## src/rtl/npu_pkg.sv

```systemverilog
// Shared definitions for the NPU layer sequencer: state encoding, RAM
// address widths and default phase lengths.
package npu_pkg;

  localparam int unsigned IMG_AW = 10;   // image RAM address width
  localparam int unsigned W_AW   = 15;   // conv / dense / bias RAM address width

  localparam int unsigned CONV_LEN_DEF   = 36;
  localparam int unsigned IMG_LEN_DEF    = 196;
  localparam int unsigned DENSE_ROWS_DEF = 10;
  localparam int unsigned ROW_LEN_DEF    = 169;
  localparam int unsigned DRAIN_CYC_DEF  = 8;

  // Encoding is visible to software through the status register.
  typedef enum logic [2:0] {
    ST_IDLE  = 3'd0,
    ST_CFG   = 3'd1,
    ST_IMG   = 3'd2,
    ST_DENSE = 3'd3,
    ST_DRAIN = 3'd4,
    ST_DONE  = 3'd5
  } seq_state_t;

endpackage

```

## src/rtl/npu_layer_sequencer_if.sv

```systemverilog
// Host/memory-side bundle of the layer sequencer.
//   master : host control decode + RAM read path (drives start/abort/stall)
//   slave  : the sequencer (drives RAM addresses, enables and status)
interface npu_layer_sequencer_if;
  import npu_pkg::*;

  logic              start;
  logic              abort;
  logic              stall;
  logic [IMG_AW-1:0] image_ram_addr;
  logic [W_AW-1:0]   conv_ram_addr;
  logic [W_AW-1:0]   dense_ram_addr;
  logic [W_AW-1:0]   denseb_ram_addr;
  logic              en_config;
  logic              en_fsm;
  logic              busy;
  logic              done;
  logic [2:0]        state_o;

  modport master (
    output start, abort, stall,
    input  image_ram_addr, conv_ram_addr, dense_ram_addr, denseb_ram_addr,
    input  en_config, en_fsm, busy, done, state_o
  );

  modport slave (
    input  start, abort, stall,
    output image_ram_addr, conv_ram_addr, dense_ram_addr, denseb_ram_addr,
    output en_config, en_fsm, busy, done, state_o
  );

endinterface

```

## src/rtl/seq_addr_counter.sv

```systemverilog
// Generic saturating up-counter used for each address stream and the drain
// timer. Counts on en_i until it reaches limit_i, then holds there until
// cleared.
//   clk, rst_n  : clock, async active-low reset
//   clr_i       : synchronous clear to 0 (wins over en_i)
//   en_i        : advance by one
//   limit_i     : final count value
//   cnt_o       : registered count
//   last_c_o    : combinational, cnt_o == limit_i
module seq_addr_counter #(
  parameter int unsigned W = 8
) (
  input  logic         clk,
  input  logic         rst_n,
  input  logic         clr_i,
  input  logic         en_i,
  input  logic [W-1:0] limit_i,
  output logic [W-1:0] cnt_o,
  output logic         last_c_o
);

  logic [W-1:0] cnt_q, cnt_d;

  assign last_c_o = (cnt_q == limit_i);
  assign cnt_o    = cnt_q;

  // Next count: never passes the limit, so no wrap within a pass.
  always_comb begin
    cnt_d = cnt_q;
    if (clr_i) begin
      cnt_d = '0;
    end else if (en_i && !last_c_o) begin
      cnt_d = cnt_q + W'(1);
    end
  end

  always_ff @(posedge clk or negedge rst_n) begin
    if (!rst_n) cnt_q <= '0;
    else        cnt_q <= cnt_d;
  end

endmodule

```

## src/rtl/npu_layer_sequencer.sv

```systemverilog
// Sequences one inference pass: streams conv weights (CFG), image words (IMG)
// and dense weights/biases (DENSE), waits for the NPU pipeline to drain, then
// pulses done. Enables are the issue strobes delayed one cycle so they line up
// with synchronous RAM read data.
//   clk, reset : clock, async active-low reset
//   bus        : slave side of npu_layer_sequencer_if (start/abort/stall in;
//                RAM addresses, en_config/en_fsm, busy/done/state_o out)
module npu_layer_sequencer
  import npu_pkg::*;
#(
  parameter int unsigned CONV_LEN   = CONV_LEN_DEF,
  parameter int unsigned IMG_LEN    = IMG_LEN_DEF,
  parameter int unsigned DENSE_ROWS = DENSE_ROWS_DEF,
  parameter int unsigned ROW_LEN    = ROW_LEN_DEF,
  parameter int unsigned DRAIN_CYC  = DRAIN_CYC_DEF
) (
  input logic                  clk,
  input logic                  reset,
  npu_layer_sequencer_if.slave bus
);

  localparam int unsigned COL_W = (ROW_LEN > 1) ? $clog2(ROW_LEN) : 1;
  localparam int unsigned DRN_W = (DRAIN_CYC > 1) ? $clog2(DRAIN_CYC) : 1;

  seq_state_t        state_q, state_d;
  logic              issue_cfg_c, issue_img_c, issue_dense_c, drain_en_c, clr_c;
  logic              conv_last_c, img_last_c, dense_last_c, row_last_c, drain_last_c;
  logic              col_last_c, row_adv_c;
  logic [COL_W-1:0]  col_q, col_d;
  logic [IMG_AW-1:0] img_cnt;
  logic [W_AW-1:0]   conv_cnt, dense_cnt, row_cnt;
  logic [DRN_W-1:0]  drain_cnt_unused;
  logic              en_config_q, en_fsm_q, done_q, busy_q;
  logic              done_d, busy_d;

  // Issue strobes: a read address is presented this cycle and will advance.
  assign issue_cfg_c   = (state_q == ST_CFG)   && !bus.stall && !bus.abort;
  assign issue_img_c   = (state_q == ST_IMG)   && !bus.stall && !bus.abort;
  assign issue_dense_c = (state_q == ST_DENSE) && !bus.stall && !bus.abort;
  assign drain_en_c    = (state_q == ST_DRAIN) && !bus.abort;

  // All counters return to 0 as the FSM enters IDLE (end of pass or abort).
  assign clr_c = (state_d == ST_IDLE);

  // Next-state logic; abort dominates start and stall.
  always_comb begin
    state_d = state_q;
    if (bus.abort) begin
      state_d = ST_IDLE;
    end else begin
      unique case (state_q)
        ST_IDLE:  if (bus.start)                   state_d = ST_CFG;
        ST_CFG:   if (issue_cfg_c && conv_last_c)  state_d = ST_IMG;
        ST_IMG:   if (issue_img_c && img_last_c)   state_d = ST_DENSE;
        ST_DENSE: if (issue_dense_c && dense_last_c) state_d = ST_DRAIN;
        ST_DRAIN: if (drain_last_c)                state_d = ST_DONE;
        ST_DONE:                                   state_d = ST_IDLE;
        default:                                   state_d = ST_IDLE;
      endcase
    end
  end

  // done follows the DONE state by one cycle, like the enables follow issue;
  // busy covers every non-IDLE state plus the done cycle itself.
  assign done_d = (state_q == ST_DONE) && !bus.abort;
  assign busy_d = (state_d != ST_IDLE) || done_d;

  always_ff @(posedge clk or negedge reset) begin
    if (!reset) begin
      state_q     <= ST_IDLE;
      en_config_q <= 1'b0;
      en_fsm_q    <= 1'b0;
      done_q      <= 1'b0;
      busy_q      <= 1'b0;
    end else begin
      state_q     <= state_d;
      en_config_q <= issue_cfg_c;
      en_fsm_q    <= issue_img_c | issue_dense_c;
      done_q      <= done_d;
      busy_q      <= busy_d;
    end
  end

  // Position within the current dense row; the bias address steps as it wraps.
  assign col_last_c = (col_q == COL_W'(ROW_LEN - 1));
  assign row_adv_c  = issue_dense_c && col_last_c && !row_last_c;

  always_comb begin
    col_d = col_q;
    if (clr_c) begin
      col_d = '0;
    end else if (issue_dense_c) begin
      col_d = col_last_c ? '0 : col_q + COL_W'(1);
    end
  end

  always_ff @(posedge clk or negedge reset) begin
    if (!reset) col_q <= '0;
    else        col_q <= col_d;
  end

  seq_addr_counter #(.W(W_AW)) u_conv_cnt (
    .clk(clk), .rst_n(reset), .clr_i(clr_c), .en_i(issue_cfg_c),
    .limit_i(W_AW'(CONV_LEN - 1)), .cnt_o(conv_cnt), .last_c_o(conv_last_c)
  );

  seq_addr_counter #(.W(IMG_AW)) u_img_cnt (
    .clk(clk), .rst_n(reset), .clr_i(clr_c), .en_i(issue_img_c),
    .limit_i(IMG_AW'(IMG_LEN - 1)), .cnt_o(img_cnt), .last_c_o(img_last_c)
  );

  seq_addr_counter #(.W(W_AW)) u_dense_cnt (
    .clk(clk), .rst_n(reset), .clr_i(clr_c), .en_i(issue_dense_c),
    .limit_i(W_AW'(DENSE_ROWS * ROW_LEN - 1)), .cnt_o(dense_cnt),
    .last_c_o(dense_last_c)
  );

  seq_addr_counter #(.W(W_AW)) u_row_cnt (
    .clk(clk), .rst_n(reset), .clr_i(clr_c), .en_i(row_adv_c),
    .limit_i(W_AW'(DENSE_ROWS - 1)), .cnt_o(row_cnt), .last_c_o(row_last_c)
  );

  seq_addr_counter #(.W(DRN_W)) u_drain_cnt (
    .clk(clk), .rst_n(reset), .clr_i(clr_c), .en_i(drain_en_c),
    .limit_i(DRN_W'(DRAIN_CYC - 1)), .cnt_o(drain_cnt_unused),
    .last_c_o(drain_last_c)
  );

  assign bus.image_ram_addr  = img_cnt;
  assign bus.conv_ram_addr   = conv_cnt;
  assign bus.dense_ram_addr  = dense_cnt;
  assign bus.denseb_ram_addr = row_cnt;
  assign bus.en_config       = en_config_q;
  assign bus.en_fsm          = en_fsm_q;
  assign bus.done            = done_q;
  assign bus.busy            = busy_q;
  assign bus.state_o         = state_q;

endmodule

```

## src/flat_wrapper.sv

```systemverilog
// flat-port wrapper written by rule: the top's interface ports become plain ports
module npu_layer_sequencer_flat import npu_pkg::*;
#(
  parameter int unsigned CONV_LEN   = CONV_LEN_DEF,
  parameter int unsigned IMG_LEN    = IMG_LEN_DEF,
  parameter int unsigned DENSE_ROWS = DENSE_ROWS_DEF,
  parameter int unsigned ROW_LEN    = ROW_LEN_DEF,
  parameter int unsigned DRAIN_CYC  = DRAIN_CYC_DEF
)
  (clk, reset, bus_start, bus_abort, bus_stall, bus_image_ram_addr, bus_conv_ram_addr, bus_dense_ram_addr, bus_denseb_ram_addr, bus_en_config, bus_en_fsm, bus_busy, bus_done, bus_state_o);
  npu_layer_sequencer_if bus_i ();
  input logic clk;
  input logic reset;
  input wire logic [$bits(bus_i.start)-1:0] bus_start;
  input wire logic [$bits(bus_i.abort)-1:0] bus_abort;
  input wire logic [$bits(bus_i.stall)-1:0] bus_stall;
  output wire logic [$bits(bus_i.image_ram_addr)-1:0] bus_image_ram_addr;
  output wire logic [$bits(bus_i.conv_ram_addr)-1:0] bus_conv_ram_addr;
  output wire logic [$bits(bus_i.dense_ram_addr)-1:0] bus_dense_ram_addr;
  output wire logic [$bits(bus_i.denseb_ram_addr)-1:0] bus_denseb_ram_addr;
  output wire logic [$bits(bus_i.en_config)-1:0] bus_en_config;
  output wire logic [$bits(bus_i.en_fsm)-1:0] bus_en_fsm;
  output wire logic [$bits(bus_i.busy)-1:0] bus_busy;
  output wire logic [$bits(bus_i.done)-1:0] bus_done;
  output wire logic [$bits(bus_i.state_o)-1:0] bus_state_o;
  assign bus_i.start = bus_start;
  assign bus_i.abort = bus_abort;
  assign bus_i.stall = bus_stall;
  assign bus_image_ram_addr = bus_i.image_ram_addr;
  assign bus_conv_ram_addr = bus_i.conv_ram_addr;
  assign bus_dense_ram_addr = bus_i.dense_ram_addr;
  assign bus_denseb_ram_addr = bus_i.denseb_ram_addr;
  assign bus_en_config = bus_i.en_config;
  assign bus_en_fsm = bus_i.en_fsm;
  assign bus_busy = bus_i.busy;
  assign bus_done = bus_i.done;
  assign bus_state_o = bus_i.state_o;
  npu_layer_sequencer #(.CONV_LEN(CONV_LEN), .IMG_LEN(IMG_LEN), .DENSE_ROWS(DENSE_ROWS), .ROW_LEN(ROW_LEN), .DRAIN_CYC(DRAIN_CYC)) u_core (.clk(clk), .reset(reset), .bus(bus_i));
endmodule
```

## config.mk

```make
export PLATFORM = sky130hd
export DESIGN_NAME = npu_layer_sequencer_flat
export DESIGN_NICKNAME = d
export VERILOG_FILES = /design/src/rtl/npu_pkg.sv /design/src/rtl/npu_layer_sequencer_if.sv /design/src/rtl/seq_addr_counter.sv /design/src/rtl/npu_layer_sequencer.sv /design/src/flat_wrapper.sv
export SDC_FILE = /design/constraint.sdc
export NUM_CORES = 1
export LEC_CHECK = 0
export CAP_MARGIN = 25
export CELL_PAD_IN_SITES_DETAIL_PLACEMENT = 2
export CELL_PAD_IN_SITES_GLOBAL_PLACEMENT = 2
export CORE_UTILIZATION = 38
export DETAILED_ROUTE_END_ITERATION = 10
export PLACE_DENSITY = 0.88
export SYNTH_ARGS = -nofsm -noshare
export SYNTH_HDL_FRONTEND = slang
export SYNTH_HIERARCHICAL = 1
export SYNTH_SLANG_ARGS = --single-unit
```

## constraint.sdc

```tcl
create_clock -name clk -period 5.98 [get_ports clk]
set_input_delay 1.196 -clock clk [delete_from_list [all_inputs] [get_ports clk]]
set_output_delay 1.196 -clock clk [all_outputs]
set_load 0.01 [all_outputs]
```

## Yosys cells after proc, flatten, opt, wreduce, memory -nomap -nowiden

Cells that the tools add are included.
W data, S select, Z words.

| storage, ports and cells | value |
|---|---|
| register bits | 73 |
| input port bits | 5 |
| output and inout port bits | 62 |
| logic and storage cells | 84 |

| operators by class | value |
|---|---|
| add/subtract/negate cells | 6 |
| equality and inequality tests | 11 |
| muxes and demuxes | 20 |
| bitwise operators | 1 |
| reduce and logical (&&, ||, !) cells | 35 |

Operators by type and width:

| cell | count |
|---|---|
| $mux W15 | 6 |
| $add A15 B1 Y15 const B | 3 |
| $mux W3 | 8 |
| $mux W8 | 3 |
| $mux W10 | 2 |
| $logic_and A1 B1 Y1 | 18 |
| $eq A15 B11 Y1 const B | 1 |
| $eq A15 B4 Y1 const B | 1 |
| $eq A15 B6 Y1 const B | 1 |
| $pmux W3 S5 | 1 |
| $reduce_bool A2 Y1 | 6 |
| $add A10 B1 Y10 const B | 1 |
| $eq A10 B8 Y1 const B | 1 |
| $eq A3 B3 Y1 const B | 3 |
| $add A8 B1 Y8 const B | 1 |
| $eq A8 B8 Y1 const B | 1 |
| $logic_not A1 Y1 | 7 |
| $eq A3 B2 Y1 const B | 2 |
| $logic_not A3 Y1 | 2 |
| $add A3 B1 Y3 const B | 1 |
| $eq A3 B1 Y1 const B | 1 |
| $reduce_bool A3 Y1 | 1 |
| $logic_or A1 B1 Y1 | 1 |
| $or A1 B1 Y1 | 1 |

## Logic depth before layout (Yosys ltp)

Gate-level depths: netlist of run 1.

| logic depth | value |
|---|---|
| depth in word-level cells | 9 |
| mapped depth | 14 |
| gate-level depth less buffers | 11 |

## By module

Netlist of run 1, hierarchy kept.

Modules (own cells, without submodules):

| module | instances | cells an instance | area each (um2) | seq. area each (um2) |
|---|---|---|---|---|
| seq_addr_counter (u_core.u_conv_cnt ...) | 3 | 106 | 1,006.0 | 375.4 |
| npu_layer_sequencer | 1 | 97 | 948.4 | 375.4 |
| seq_addr_counter (u_core.u_img_cnt) | 1 | 71 | 668.1 | 250.2 |
| seq_addr_counter (u_core.u_drain_cnt) | 1 | 28 | 267.8 | 75.1 |

## Worst setup path before layout of run 1

Ideal clock, no wire load.

| timing | value |
|---|---|
| path kind | register -> register |
| start | register u_core.u_conv_cnt.cnt_q[3], in the netlist u_core/u_conv_cnt/cnt_o[3] |
| end | register u_core.u_img_cnt.cnt_q[3], in the netlist u_core/u_img_cnt/cnt_o[3] |
| library setup time | 0.128 ns |
| data arrival time | 3.464 ns |
| required time | 5.852 ns |
| path slack | 2.388 ns |
| stages on the path, launching flop included | 14 |
| buffers on the path | 3 |
| period minus slack after synthesis | 3.592 ns |
| cell sequence | dfrtp_1 xor2_1 nor4_2 nand4_2 nor2_4 buf_8 nor3b_1 o32ai_1 o311ai_1 buf_4 and2_1 clkbuf_1 nor2_1 mux2_1 |

| between the ends | value |
|---|---|
| longest elaborated chain between the ends | 7 |
| elaborated cells on any way between the ends | 8 |
| classes of those cells | 1 x eq/ne; 4 x mux; 3 x reduce/logical |

RTL lines:

| item | line | source |
|---|---|---|
| start: declaration | seq_addr_counter.sv:22 | `logic [W-1:0] cnt_q, cnt_d;` |
| start signal: assignment | seq_addr_counter.sv:39 | `else cnt_q <= cnt_d;` |
| $eq A15 B6 Y1 (*) | seq_addr_counter.sv:24 | `assign last_c_o = (cnt_q == limit_i);` |
| named net u_core.conv_last_c | npu_layer_sequencer.sv:27 | `logic conv_last_c, img_last_c, dense_last_c, row_last_c, drain_last_c;` |
| $logic_and A1 B1 Y1 (*) | npu_layer_sequencer.sv:53 | `ST_CFG: if (issue_cfg_c && conv_last_c) state_d = ST_IMG;` |
| $mux W3 (*) | npu_layer_sequencer.sv:53 |  |
| $pmux W3 S5 (*) | npu_layer_sequencer.sv:51 | `unique case (state_q)` |
| $mux W3 (*) | npu_layer_sequencer.sv:48 | `if (bus.abort) begin` |
| $logic_not A3 Y1 (*) | npu_layer_sequencer.sv:43 | `assign clr_c = (state_d == ST_IDLE);` |
| named net u_core.clr_c | npu_layer_sequencer.sv:26 | `logic issue_cfg_c, issue_img_c, issue_dense_c, drain_en_c, clr_c;` |
| $mux W10 / $reduce_bool A2 Y1 (equally long branches) | n/a |  |
| end signal: assignment | seq_addr_counter.sv:39 |  |
| end: declaration | seq_addr_counter.sv:22 |  |

Mark *: on every way through the listed nets, which the timed path passes. The rest lies on a longest branch.
A chain may end at the register's enable or synchronous reset.

## Worst setup path after layout of run 1

| timing | value |
|---|---|
| start | register u_core.u_conv_cnt.cnt_q[7], in the netlist u_core/u_conv_cnt/cnt_o[7] |
| end | register u_core.u_img_cnt.cnt_q[3], in the netlist u_core/u_img_cnt/cnt_o[3] |

Same word-level chain as after synthesis.

==> impl_results.md, run 1 <==
- Status: finished, final reports clean
- Distinct cells, synth: 62
- Yosys top cell by area: dfrtp_1
- Clk pwr share: 0.512
- Setup WS post-layout: 1.64 ns
- Critical path arrival: 4.56 ns
- Vias in the first global route: 4913
- Max cap viols: 0
- Core Rows: 41
- Fraction of layout cells with a size suffix above 1: 0.0919
- Power per cell area: 190 nW/um^2
- Leakage: 0.00253 uW
- Die Span X: 116 um
- Cell Area, Synth: 4900 um^2
- Drt via density: 5.47
- Critical Path End Type: flop
- Initial antenna violation count: 0
- Fill count: 1363
- Critical path required time: 6.20 ns
- Routability cong.: 0.812
- Slew headroom: 0.433
- Yosys warning total: 6
- Post-CTS Hold Buffers: 0
- Synth Register Bits: 73
- Number of diodes: 0
- GRT Util Overall: 0.256
- CTS tree: done
- Clock H-tree levels: 3
- Avg Cell Area, Syn: 9.54 um^2
- Post-synth EDFFs: 0
- Setup violators final: 0
- Switching Fraction: 0.235
- Grt total ovfl: 0
- Fin. Hold Viols: 0
- DR pass1 iterations: 4
- Setup WS pre-CTS: 1.56 ns
- FFs w/ async S/R, synth: 1.00
- Most frequent cell after synthesis: dfrtp_1
- Wire length of the first global-routing pass: 26000 um
- Nets@finish: 649
- Io pins: 67
- Setup repair after global routing missed its margin: no
- Seq/Total Area, Yosys: 0.373
- Worst-skew pair later-pin latency: 0.35 ns
- Post-route ant nets: 0
- First DRT Iteration DRCs: 136
- Crit start category: flop
- Die area: 13400 um^2
- Starting density of the core: 0.388
- PortBufs: 66
- Logic gate share of total power: 0.068
- Fin crit share: 0.725
- Hold Crit Class: reg2reg
- Net Sw Power: 279 uW
- Area Growth Syn to Fin: 27.5%
- Height of the die: 116 um
- Core area: 12600 um^2
- TritonCTS Sinks: 73
- Clock Tree Buf Depth: 2
- Post-route DRC violation count: 0
- TNS Setup: 0 ns
- Setup bufs post-CTS: 0
- CTS buffer count: 9
- Register share of total power: 0.420
- Synth Flop Type: dfrtp_1
- P_int: 908 uW
- Post_cts resized: 0
- Clk root buf: clkbuf_16
- CTS clk-pin slew, worst paths: 0.06 ns
- CP max FO: 35
- Synth cell count leaders: dfrtp_1, xor2_1, nand2_1
- Routed vias: 4455
- VDD IR-drop max: 0.000141 V
- Top cells by area, synth: dfrtp_1, xor2_1, xnor2_1
- Avg WL per Cell: 19.5 um
- Post-Syn Instances: 514
- Top-area cell type share of the netlist area: 0.373
- Max Clk Rate: 0.231 GHz
- Min Tclk post-route: 4.34 ns
- Slew Limit Fails: 0
- Largest net degree at the start of global routing: 74
- Clock skew: 0.0105 ns
- Post-DP HPWL: 10800 um
- Least-Margin Pin Slew: 0.844 ns
- Drt total wl: 15900 um
- Kind of critical path: reg2reg
==> layout make-up <==
type | instances | area [um^2] | share of cell area
inverters | 12 | 45.0 | 0.00720
repair buffers | 70 | 708 | 0.113
multi-input cells | 471 | 3130 | 0.500
flip-flops and latches | 73 | 1830 | 0.292
well taps | 172 | 215 | 0.0344
clock buffers | 11 | 253 | 0.0404
clock inverters | 5 | 77.6 | 0.0124
==> state kept, by name, indices dropped and copies added, names as in the netlist, 3 cells and up <==
| name | count |
|---|---|
| u_core/u_img_cnt/cnt_o | 10 |
| u_core/u_drain_cnt/cnt_o | 3 |
| u_core/bus.state_o | 3 |
| u_core/col_q | 8 |
| u_core/u_row_cnt/cnt_o | 15 |
| u_core/u_conv_cnt/cnt_o | 15 |
| u_core/u_dense_cnt/cnt_o | 15 |
==> power groups by stage <==
stage	combinational, uW	sequential (uW)	clock, uW
3_5_place_dp	77.4	507	0
2_1_floorplan	48.0	506	0
6_report	81.2	498	607
4_1_cts	78.8	498	624
5_1_grt	90.0	498	647
3_3_place_gp	74.0	507	0
==> worst paths after layout <==
check                                           startpoint                     endpoint  slack, ns  depth (start not counted)
worst min-delay path             u_core/u_img_cnt/cnt_o[9]    u_core/u_img_cnt/cnt_o[9]       0.61                          2
min in group asynchronous                            reset   u_core/u_row_cnt/cnt_o[11]       0.71                          1
worst min register to register   u_core/u_img_cnt/cnt_o[9]    u_core/u_img_cnt/cnt_o[9]       0.61                          2
worst max-delay path            u_core/u_conv_cnt/cnt_o[7]    u_core/u_img_cnt/cnt_o[3]       1.64                         12
max in group asynchronous                            reset  u_core/u_dense_cnt/cnt_o[7]       4.70                          2
worst max register to register  u_core/u_conv_cnt/cnt_o[7]    u_core/u_img_cnt/cnt_o[3]       1.64                         12
==> metal layers <==
metal / GRT usage / up-vias / wire length (um)
met1: 0.303 / 2300 / 6710
met2: 0.470 / 58 / 8560
li1: - / 2083 / -
met4: 0.0727 / 0 / 194
met5: 0 / - / 0
met3: 0.0455 / 14 / 384
==> cell usage in the layout, fill, tap and decap left out, types with 13 or more instances in the layout <==
cell             synthesis  routed
dfrtp_1                 73      73
clkdlybuf4s50_1          0      65
nand4_1                 13      13
nor4_1                  23      23
xnor2_1                 20      20
nor2_1                  36      36
conb_1                   2      61
a21oi_1                 24      24
o21ai_1                 17      17
nand2_1                 37      37
xor2_1                  54      54
nand3_1                 18      18
o21a_1                  13      13
==> cell families after synthesis <==
kind of cell | after synthesis | synth area share
buffers and inverters | 29 | 0.0350
DFF | 73 | 0.373
AOI/OAI and AO/OA | 103 | 0.147
and+or+nand+nor | 215 | 0.267
adders and majority gates | 7 | 0.0179
other | 2 | 0.00153
xor gates and xnor gates | 76 | 0.139
muxes | 9 | 0.0197
==> through the flow <==
step	instances	util	hold slack (ns)	area, um^2	total power [uW]
after floorplan	573	-	0.537	5120	554
after global placement	797	0.467	0.568	5890	581
after detailed placement	797	0.467	0.591	5890	585
after CTS	813	0.493	0.617	6220	1200
after global routing	814	0.495	0.644	6250	1240
final	814	0.495	0.609	6250	1190
==> worst max-delay path, stage by stage, from the launching register on <==
cell	delay [ns]
dfrtp_1	0.46
xor2_1	0.19
nor4_1	0.33
nand2_1	0.27
nor2_4	0.45
nor3b_1	0.29
o32ai_1	0.13
o311ai_1	0.34
buf_4	0.26
and2_2	0.68
buf_4	0.40
nor2_1	0.10
mux2_1	0.31
No activity file was read; power rests on OpenSTA's default activity.
==> run 2, diff against run 1 <==
CORE_UTILIZATION = 31   (was 38)
PLACE_DENSITY = 0.77   (was 0.88)
clock period = 3.5 ns   (was 5.98 ns; I/O delays follow)
==> run 2 against run 1 <==
Critical path depth shrank 1. Critical path type unchanged. Combinational power grew 70%. Clock skew down 0.0026 ns. Hold slack got worse by 0.30 ns. Routed wire length is 7.7% lower. Critical endpoint is now u_core/u_row_cnt/cnt_o[14]. Sequential share of layout area is 0.35 points lower. First-iteration DRC count increased by 8.1%. Global-route usage decreased by 6.6 points. Largest cell class unchanged. Clock-buffer cell count is 3 higher. Flip-flop and latch count is the same. Largest power group unchanged. Total power rose by 57%. Clock power rose by 44%.
==> impl_results.md, run 2 (synthesis results as in run 1) <==
- Routed vias: 4451 (-0.090%)
- Core area: 15300 um^2 (+21%)
- First DRT Iteration DRCs: 147 (+8.1%)
- Design area: 6330 um^2 (+1.2%)
- TNS Setup: 0 ns (unchanged)
- Critical Path End: u_core/u_row_cnt/cnt_o[14]
- Die area: 16300 um^2 (+22%)
- Kind of critical path: reg2reg
- Clock H-tree levels: 3 (unchanged)
- PortBufs: 66 (unchanged)
- Crit Reg-Reg Endpoint: u_core/u_row_cnt/cnt_o[14]
- Height of the die: 128 um (+11%)
- Fin crit share: 0.932 (+0.207)
- Setup bufs post-CTS: 0 (unchanged)
- Commonest cells after routing, fill and taps aside: dfrtp_1, clkdlybuf4s50_1, conb_1
- Critical path required time: 3.71 ns (-2.49 ns)
- Crit start category: flop
- CTS buffer count: 9 (unchanged)
- Status: finished, final reports clean
- Reg2Reg Setup Slack: 0.24 ns (-1.41 ns)
- Final core occ: 0.413 (-0.0822)
- Routability cong.: 0.761 (-6.3%)
- Avg WL per Cell: 16.9 um (-13%)
- Post-DP HPWL: 10600 um (-1.8%)
- Hold Crit Class: in2async
- Post-route ant nets: 0 (unchanged)
- Power per cell area: 295 nW/um^2 (+55%)
- GRT Util Overall: 0.190 (-0.0657)
- Worst-skew pair later-pin latency: 0.34 ns (about the same)
- Setup WS post-layout: 0.240 ns (-1.41 ns)
- Clock skew: 0.00792 ns (-0.00256 ns)
- Die Span X: 128 um (+11%)
- Least-Margin Pin Slew: 0.659 ns (-0.185 ns)
- Area Growth Syn to Fin: 29.1%
- Non-filler instance count after layout: 864 (+6.1%)
- Starting density of the core: 0.320 (-0.0684)
- Nets@finish: 660 (+1.7%)
- Drt via density: 5.15 (-5.9%)
- Leakage: 0.00256 uW (+1.0%)
- Setup WS pre-CTS: 0.209 ns (-1.36 ns)
- Clock Tree Buf Depth: 2 (unchanged)
- Min Tclk post-route: 3.26 ns (-1.07 ns)
- Slew Limit Fails: 0 (unchanged)
- Placed cells: 847 (+6.3%)
- Slew headroom: 0.557 (+0.124)
- TritonCTS Sinks: 73 (unchanged)
- CTS tree: done
- Wire length of the first global-routing pass: 24700 um (-5.0%)
- Max cap viols: 0 (unchanged)
- Grt total ovfl: 0 (unchanged)
- Vias in the first global route: 4827 (-1.8%)
- Number of diodes: 0 (unchanged)
- Worst reg-to-reg path cell count: 11 (-1)
- Setup repair after global routing missed its margin: no
- VDD IR-drop max: 0.000203 V (+44%)
- Critical path arrival: 3.48 ns (-1.08 ns)
- Fin. Hold Viols: 0 (unchanged)
- Post-route DRC violation count: 0 (unchanged)
- Max Clk Rate: 0.307 GHz (+33%)
- Drt total wl: 14600 um (-7.7%)
- Fraction of layout cells with a size suffix above 1: 0.104 (+0.0122)
- Reg2Reg Launch Point: u_core/u_conv_cnt/cnt_o[7]
- CTS clk-pin slew, worst paths: 0.06 ns (about the same)
- Io pins: 67 (unchanged)
- Crit path from: u_core/u_conv_cnt/cnt_o[7]
- Most common cell after layout, fill and taps aside: dfrtp_1
- CP max FO: 24 (-31%)
- Critical Path End Type: flop
- DR pass1 iterations: 4 (unchanged)
- Setup violators final: 0 (unchanged)
- Initial antenna violation count: 0 (unchanged)
- Largest net degree at the start of global routing: 74 (unchanged)
- Fill count: 1740 (+28%)
- Clk root buf: clkbuf_16
- Core Rows: 45 (+9.8%)
- Placed inst area: 6030 um^2 (+2.2%)
-- run 2: worst min path at each step --
| stage | slack [ns] | startpoint | depth (start not counted) | end |
|---|---|---|---|---|
| after detailed placement | 0.58 | u_core/col_q[1] | 2 | u_core/col_q[1] |
| after global placement | 0.56 | u_core/col_q[1] | 2 | u_core/col_q[1] |
| final | 0.31 | reset | 1 | u_core/u_img_cnt/cnt_o[5] |
| after CTS | 0.56 | reset | 1 | u_core/u_img_cnt/cnt_o[9] |
| after global routing | 0.33 | reset | 1 | u_core/u_img_cnt/cnt_o[5] |
| after floorplan | 0.40 | reset | 0 | u_core/bus.busy |
-- run 2: where the power goes --
part	switching [uW]	internal, uW	leakage [uW]
sequential	4.64	847	0.00102
combinational	92.8	45.0	0.00141
clock	358	519	0.000133
total	456	1410	0.00256
-- run 2: cell type report --
class / instances / area, um^2 / share of cell area
Sequential cell: 73 / 1830 / 0.289
Inverter: 12 / 45.0 / 0.00712
Clock buffer: 14 / 264 / 0.0417
Timing Repair Buffer: 81 / 787 / 0.124
Multi-Input combinational cell: 471 / 3130 / 0.494
Clock inverter: 2 / 12.5 / 0.00198
Tap cell: 211 / 264 / 0.0417
-- run 2: routing by layer --
metal  wire [um]  GRT usage  vias up  share of wire
met2        7740      0.344       53           0.53
met4         118     0.0388        0         0.0081
li1            -          -     2105              -
met5           0          0        -              0
met3         384     0.0392        9          0.026
met1        6390      0.231     2284           0.44
-- run 2: what timing repair did --
item | 4_1_cts | 5_1_grt
hold buffers | 0 | 0
resized for setup | 0 | 2
endpoints found under the setup margin | 0 | 7
-- run 2: through the flow --
stage	hold WS [ns]	total power, uW
floorplan	0.404	947
global placement	0.555	997
detailed placement	0.582	1000
CTS	0.563	1890
global route	0.332	1930
finish	0.313	1870
-- run 2: worst max-delay path, cell delays in order, from the launching register on --
cell,delay [ns]
dfrtp_1,0.46
xor2_1,0.19
nor4_1,0.40
nand2_2,0.20
nor2_4,0.16
nor3b_1,0.24
o32ai_1,0.13
o311ai_1,0.37
and2_2,0.28
buf_4,0.32
nor2_1,0.08
mux2_1,0.30
